**config.mk**
```make
export PLATFORM = sky130hd
export DESIGN_NAME = time_of_day_counter
export DESIGN_NICKNAME = d
export VERILOG_FILES = /design/src/rtl/time_of_day_counter.sv
export SDC_FILE = /design/constraint.sdc
export NUM_CORES = 1
export LEC_CHECK = 0
export CAP_MARGIN = 20
export CORE_MARGIN = 2
export CORE_UTILIZATION = 35
export DETAILED_ROUTE_END_ITERATION = 16
export PLACE_DENSITY = 0.64
export RECOVER_POWER = 100
export SLEW_MARGIN = 5
export SYNTH_ARGS = -nofsm -noshare
export SYNTH_HDL_FRONTEND = slang
export SYNTH_SLANG_ARGS = --single-unit
```
**constraint.sdc**
```tcl
create_clock -name clk -period 4.97 [get_ports clk]
set_input_delay 0.994 -clock clk [delete_from_list [all_inputs] [get_ports clk]]
set_output_delay 0.994 -clock clk [all_outputs]
set_load 0.1 [all_outputs]
```
**src/rtl/time_of_day_counter.sv**
```systemverilog
// time_of_day_counter: hh:mm:ss counter advanced by a 1 Hz enable strobe, with a handshaked, range-checked time set.
// Define ALARM_EN to build the hour:minute alarm comparator; otherwise alarm_* inputs are ignored and alarm_hit is 0.
module time_of_day_counter #(
    parameter int HOUR_MAX = 23
) (
    input  logic       clk,
    input  logic       rst,
    input  logic       tick_1hz,
    input  logic       run_en,
    input  logic       set_valid,
    output logic       set_ready,
    input  logic [4:0] set_hour,
    input  logic [5:0] set_min,
    input  logic [5:0] set_sec,
    output logic       set_done,
    output logic       set_err,
    input  logic       alarm_wr,
    input  logic [4:0] alarm_hour,
    input  logic [5:0] alarm_min,
    output logic       alarm_hit,
    output logic [4:0] hour,
    output logic [5:0] min,
    output logic [5:0] sec,
    output logic       day_wrap
);
    localparam logic [0:0] RUN   = 1'b0;
    localparam logic [0:0] CHECK = 1'b1;
    localparam logic [4:0] HMAX  = 5'(HOUR_MAX);

    logic [0:0] r_state;
    logic [4:0] r_hour, r_sh_hour;
    logic [5:0] r_min, r_sec, r_sh_min, r_sh_sec;
    logic       r_set_ready, r_set_done, r_set_err, r_day_wrap, r_alarm_hit;
    logic       w_cnt, w_accept, w_set_ok, w_load, w_adv, w_match;
    logic       w_sec_wrap, w_min_wrap, w_hour_wrap;
    logic [4:0] w_hour_nx;
    logic [5:0] w_min_nx, w_sec_nx;

    assign w_cnt       = tick_1hz & run_en;
    assign w_accept    = (r_state == RUN) & set_valid;
    assign w_set_ok    = (r_sh_hour <= HMAX) && (r_sh_min <= 6'd59) && (r_sh_sec <= 6'd59);
    assign w_load      = (r_state == CHECK) & w_set_ok;
    // A passing load overrides a tick arriving in the same cycle.
    assign w_adv       = w_cnt & ~w_load;

    assign w_sec_wrap  = r_sec == 6'd59;
    assign w_min_wrap  = w_sec_wrap & (r_min == 6'd59);
    assign w_hour_wrap = w_min_wrap & (r_hour == HMAX);
    assign w_sec_nx    = w_sec_wrap ? 6'd0 : r_sec + 6'd1;
    assign w_min_nx    = w_sec_wrap ? (w_min_wrap ? 6'd0 : r_min + 6'd1) : r_min;
    assign w_hour_nx   = w_min_wrap ? (w_hour_wrap ? 5'd0 : r_hour + 5'd1) : r_hour;

`ifdef ALARM_EN
    logic [4:0] r_al_hour;
    logic [5:0] r_al_min;
    logic       r_al_armed, w_al_ok;

    assign w_al_ok = (alarm_hour <= HMAX) && (alarm_min <= 6'd59);
    // Compares against the stored alarm, so a same-cycle write affects only later matches.
    assign w_match = r_al_armed && (w_hour_nx == r_al_hour) && (w_min_nx == r_al_min) && (w_sec_nx == 6'd0);

    always_ff @(posedge clk or posedge rst) begin
        if (rst) begin
            r_al_hour  <= 5'd0;
            r_al_min   <= 6'd0;
            r_al_armed <= 1'b0;
        end else if (alarm_wr && w_al_ok) begin
            r_al_hour  <= alarm_hour;
            r_al_min   <= alarm_min;
            r_al_armed <= 1'b1;
        end
    end
`else
    logic w_unused_alarm;

    assign w_unused_alarm = ^{alarm_wr, alarm_hour, alarm_min};
    assign w_match        = 1'b0;
`endif

    always_ff @(posedge clk or posedge rst) begin
        if (rst) begin
            r_state     <= RUN;
            r_hour      <= 5'd0;
            r_min       <= 6'd0;
            r_sec       <= 6'd0;
            r_sh_hour   <= 5'd0;
            r_sh_min    <= 6'd0;
            r_sh_sec    <= 6'd0;
            r_set_ready <= 1'b1;
            r_set_done  <= 1'b0;
            r_set_err   <= 1'b0;
            r_day_wrap  <= 1'b0;
            r_alarm_hit <= 1'b0;
        end else begin
            r_state     <= w_accept ? CHECK : RUN;
            r_set_ready <= ~w_accept;
            r_set_done  <= w_load;
            r_set_err   <= (r_state == CHECK) & ~w_set_ok;
            r_day_wrap  <= w_adv & w_hour_wrap;
            r_alarm_hit <= w_adv & w_match;
            if (w_load) begin
                r_hour <= r_sh_hour;
                r_min  <= r_sh_min;
                r_sec  <= r_sh_sec;
            end else if (w_cnt) begin
                r_hour <= w_hour_nx;
                r_min  <= w_min_nx;
                r_sec  <= w_sec_nx;
            end
            if (w_accept) begin
                r_sh_hour <= set_hour;
                r_sh_min  <= set_min;
                r_sh_sec  <= set_sec;
            end
        end
    end

    assign set_ready = r_set_ready;
    assign set_done  = r_set_done;
    assign set_err   = r_set_err;
    assign day_wrap  = r_day_wrap;
    assign alarm_hit = r_alarm_hit;
    assign hour      = r_hour;
    assign min       = r_min;
    assign sec       = r_sec;
endmodule
```
-- Word-level counts from Yosys, hierarchy flattened
Cells that the tools add are included.
Widths: inputs -> output; s select.
- flip-flop bits (word level): 39
- input port bits: 34
- output and inout port bits: 22
- word-level logic and storage cells: 51
- $add $sub $neg: 3
- $lt $le $gt $ge: 3
- equal/unequal tests: 3
- mux-type cells: 12
- bitwise logic cells: 12
- reductions and logical operators: 7
- operators with widths (kind ; count):
    $mux 6 ; 7
    $mux 5 ; 4
    $add 6x1->6 const B ; 2
    $eq 6x6->1 const B ; 2
    $le 6x6->1 const B ; 2
    $and 1x1->1 ; 8
    $reduce_bool 2->1 ; 3
    $add 5x1->5 const B ; 1
    $eq 5x5->1 const B ; 1
    $le 5x5->1 const B ; 1
    $not 1->1 ; 4
    $reduce_and 2->1 ; 2
    $logic_and 1x1->1 ; 2
    $mux 1 ; 1

-- Longest topological paths before layout
- word-level depth: 7
- mapped depth: 6
- gate-level depth less buffers: 5

-- Worst setup path after synthesis
OpenSTA, ideal clock, no wires.
- kind: register to register
- start: register r_min[0], in the netlist min[0]
- end: register r_hour[4], in the netlist hour[4]
- setup time: 0.082 ns
- arrival time: 2.676 ns
- data required time: 4.888 ns
- path slack: 2.212 ns
- stages on the path, launching flop included: 7
- path buffers: 1
- period minus slack after synthesis: 2.758 ns
- path through: dfrtp_1 > ha_1 > nand3b_4 > or4_1 > buf_2 > or4_1 > a31oi_1
- cells in the longest elaborated chain, start to end: 7
- elaborated cells on any way between the ends: 9
- those cells by class: 1 x eq/ne; 4 x mux; 2 x bitwise; 2 x reduce/logical
- RTL lines (element ; RTL line ; RTL):
    from (decl) ; 32 ; logic [5:0] r_min, r_sec, r_sh_min, r_sh_sec;
    from (signal assigned) ; 103 ; r_min <= r_sh_min;
    from (signal assigned) ; 107 ; r_min <= w_min_nx;
    $eq 6x6->1 * ; 47 ; assign w_min_wrap = w_sec_wrap & (r_min == 6'd59);
    $and 1x1->1 * ; 47 ;
    $and 1x1->1 ; 48 ; assign w_hour_wrap = w_min_wrap & (r_hour == HMAX);
    $mux 5 (2 in series) ; 51 ; assign w_hour_nx = w_min_wrap ? (w_hour_wrap ? 5'd0 : r_hour + 5'd1) : r_hour;
    $mux 5 ; 105 ; end else if (w_cnt) begin
    $mux 5 ; 101 ; if (w_load) begin
    to (signal assigned) ; 102 ; r_hour <= r_sh_hour;
    to (signal assigned) ; 106 ; r_hour <= w_hour_nx;
    to (decl) ; 31 ; logic [4:0] r_hour, r_sh_hour;
Every way passes the cells marked *; elsewhere a longest branch is shown, timed or not. The select of a mux whose other input is x is not followed.
A chain may end at the register's enable or synchronous reset.

==> run summary <==
DRT Wirelength -> 4.29 mm
Crit. End Element -> async pin
HP Class -> register to register
setup TNS -> 0 ps
CTS tree -> built
H-tree depth -> 2
GR Util met3 -> 0.0379
Routed Antenna Nets -> 0
Static Leak -> 1.00 nW
die height -> 78.2 um
crit-path max FO -> 39
CTS sink cnt -> 39
Resize count post-CTS -> 0
Die X -> 78.2 um
largest net degree at the start of global routing -> 40
ant diodes -> 0
Die Area -> 6110 um2
first-pass GRT wire length -> 7.42 mm
router iterations before antenna repair -> 4
clock-pin transition on the worst setup and hold timing paths -> 80 ps
minimum clock period -> 3100 ps
power per cell area -> 576 nW/um2
Fmax achieved -> 323 MHz
maximum vdd ir drop -> 0.000249 V
Final Max Tran Viols -> 40
RePlAce Congestion -> 0.878
RSZ-0062 raised after global routing -> no
Seq cells post-synth -> 39
total number of vias -> 1559
clk_lat worst skew -> 280 ps
status -> finished with violations
failing checks -> capacitance limit, slew limit
row cnt -> 26
setup violators final -> 0
cells after synthesis -> 185
final hold vios -> 0
Warnings, synthesis -> 0
synth unique cells -> 40
TritonCTS buffer count -> 5
Final Cell Area -> 2470 um2
worst slew pin tran -> 2090 ps
period utilisation layout -> 0.624
vias per inst -> 5.25
register area share after synthesis -> 0.508
hpwl dp -> 3.05 mm
Starting Density -> 0.370
Avg Cell Area, Syn -> 10.4 um2
CP required -> 4940 ps
syn nets -> 222
Fin Clk Skew -> 4.40 ps
DP Area -> 2400 um2
critical path arrival -> 3070 ps
port bufs -> 42
M2 GR Usage -> 0.238
CTS Hold Bufs -> 0
number of global-route vias before repair -> 1509
startpoint types -> input pin
antenna violations before repair -> 0
Clock Tree Root -> clkbuf_8
Most Used Layer, Global Route -> met2
Syn Std Cell Area -> 1920 um2
clock buffer depth -> 2
DR WL/cell -> 14.4 um
Setup Buffers After CTS -> 0
Congestion Overflow GR -> 0
synth-to-layout area growth -> 28.6%
drt drc -> 0
max-capacitance violation count -> 1
Boundary Pins -> 56
layout cells sized above 1 -> 0.132
Total GRT Usage -> 0.155
Core Area -> 5200 um2
met1 Track Usage GR -> 0.213
Nets -> 263
violation count after the first detailed-route iteration -> 176
crit path kind -> input pin to async pin
Max-slew headroom -> -0.394
-- worst paths after layout --
check	from	cells after the start	endpoint	slack, ps
worst min-delay path	r_sh_sec[0]	2	sec[0]	490
worst max-delay path	rst	3	r_sh_hour[1]	1870
min in group asynchronous	rst	3	r_sh_sec[4]	1910
worst min register to register	r_sh_sec[0]	2	sec[0]	490
worst max register to register	r_sh_sec[5]	6	min[2]	2440
max in group clk	sec[3]	1	sec[3]	1930
-- cell usage in the layout, fill, tap and decap left out, drive strengths merged, types with 10 or more instances in the layout --
master / Yosys / routed
clkbuf: 6 / 10
a31oi: 13 / 13
dlygate4sd3: 0 / 24
clkdlybuf4s50: 0 / 18
mux2: 17 / 17
nand3: 10 / 10
nand2: 15 / 15
nor2: 14 / 14
dfrtp: 38 / 38
-- area by class of cell --
type                       count  area [um2]
fill                         543        2730
sequential                    39         977
multi-input combinational    128         861
timing repair buffer          45         432
tap                           70        87.6
clock buffer                   7        86.3
inverter                       7        26.3
clock inverter                 1        5.00
-- layer usage --
layer	wire length [um]	part of all wire
met4	51	0.012
met1	2050	0.48
met2	1990	0.46
met5	0	0
met3	195	0.045
-- worst max-delay path, stage by stage --
cell and delay (ps):
dlygate4sd3_1 530, inv_1 50, clkbuf_1 1490
-- cell usage after synthesis, drive strengths merged --
| library cell | n | area (um2) |
|---|---|---|
| a21o | 1 | 7.51 |
| a21oi | 8 | 40.0 |
| a311oi | 2 | 17.5 |
| a31oi | 13 | 81.3 |
| and3 | 2 | 12.5 |
| and3b | 1 | 8.76 |
| and4 | 2 | 18.8 |
| and4b | 1 | 10.0 |
| buf | 5 | 31.3 |
| clkbuf | 6 | 22.5 |
| conb | 1 | 3.75 |
| dfrtp | 38 | 951 |
| dfstp | 1 | 26.3 |
| ha | 3 | 37.5 |
| inv | 7 | 26.3 |
| mux2 | 17 | 191 |
| nand2 | 15 | 63.8 |
| nand3 | 10 | 50.1 |
| nand3b | 4 | 42.5 |
| nand4 | 6 | 43.8 |
| nand4b | 1 | 8.76 |
| nor2 | 14 | 52.6 |
| nor2b | 1 | 6.26 |
| nor3 | 1 | 5.00 |
| nor4 | 3 | 18.8 |
| o2111ai | 1 | 8.76 |
| o211ai | 2 | 15.0 |
| o21ai | 8 | 40.0 |
| o31a | 1 | 8.76 |
| or3 | 5 | 32.5 |
| or3b | 1 | 8.76 |
| or4 | 3 | 22.5 |
| or4b | 1 | 10.0 |
-- sequential cells by signal, indices dropped and copies added (netlist names) --
name       cells
day_wrap       1
hour           5
min            6
r_sh_hour      5
r_sh_min       6
r_sh_sec       6
r_state        1
sec            6
set_done       1
set_err        1
set_ready      1
-- power by group --
group          switching, mW  leakage [nW]  internal (mW)
Sequential            0.0965         0.453          0.391
Combinational          0.538         0.503          0.180
Clock                  0.107        0.0482          0.112
Total                  0.742          1.00          0.683
-- logic make-up (layout without fill, tap and decap cells) --
group	count (synthesis)	after routing	share of synthesized area
and+or+nand+nor	71	71	0.216
DFF	39	39	0.508
other	1	1	0.00195
AOI/OAI and AO/OA	36	36	0.114
adders and majority gates	3	3	0.0195
buffers and inverters	18	60	0.0416
muxes	17	17	0.0995
-- metrics by stage --
| stage | power [mW] | setup slack, ps | util | hold slack [ps] | std cells |
|---|---|---|---|---|---|
| 2_1_floorplan | 1.06 | 2210 | - | 446 | 185 |
| 3_3_place_gp | 1.23 | 1840 | 0.461 | 456 | 289 |
| 3_5_place_dp | 1.24 | 1830 | 0.461 | 483 | 289 |
| 4_1_cts | 1.46 | 1960 | 0.479 | 502 | 297 |
| 5_1_grt | 1.50 | 1320 | 0.475 | 530 | 297 |
| 6_report | 1.42 | 1870 | 0.475 | 492 | 297 |
Power figures use the tool's default switching activity.
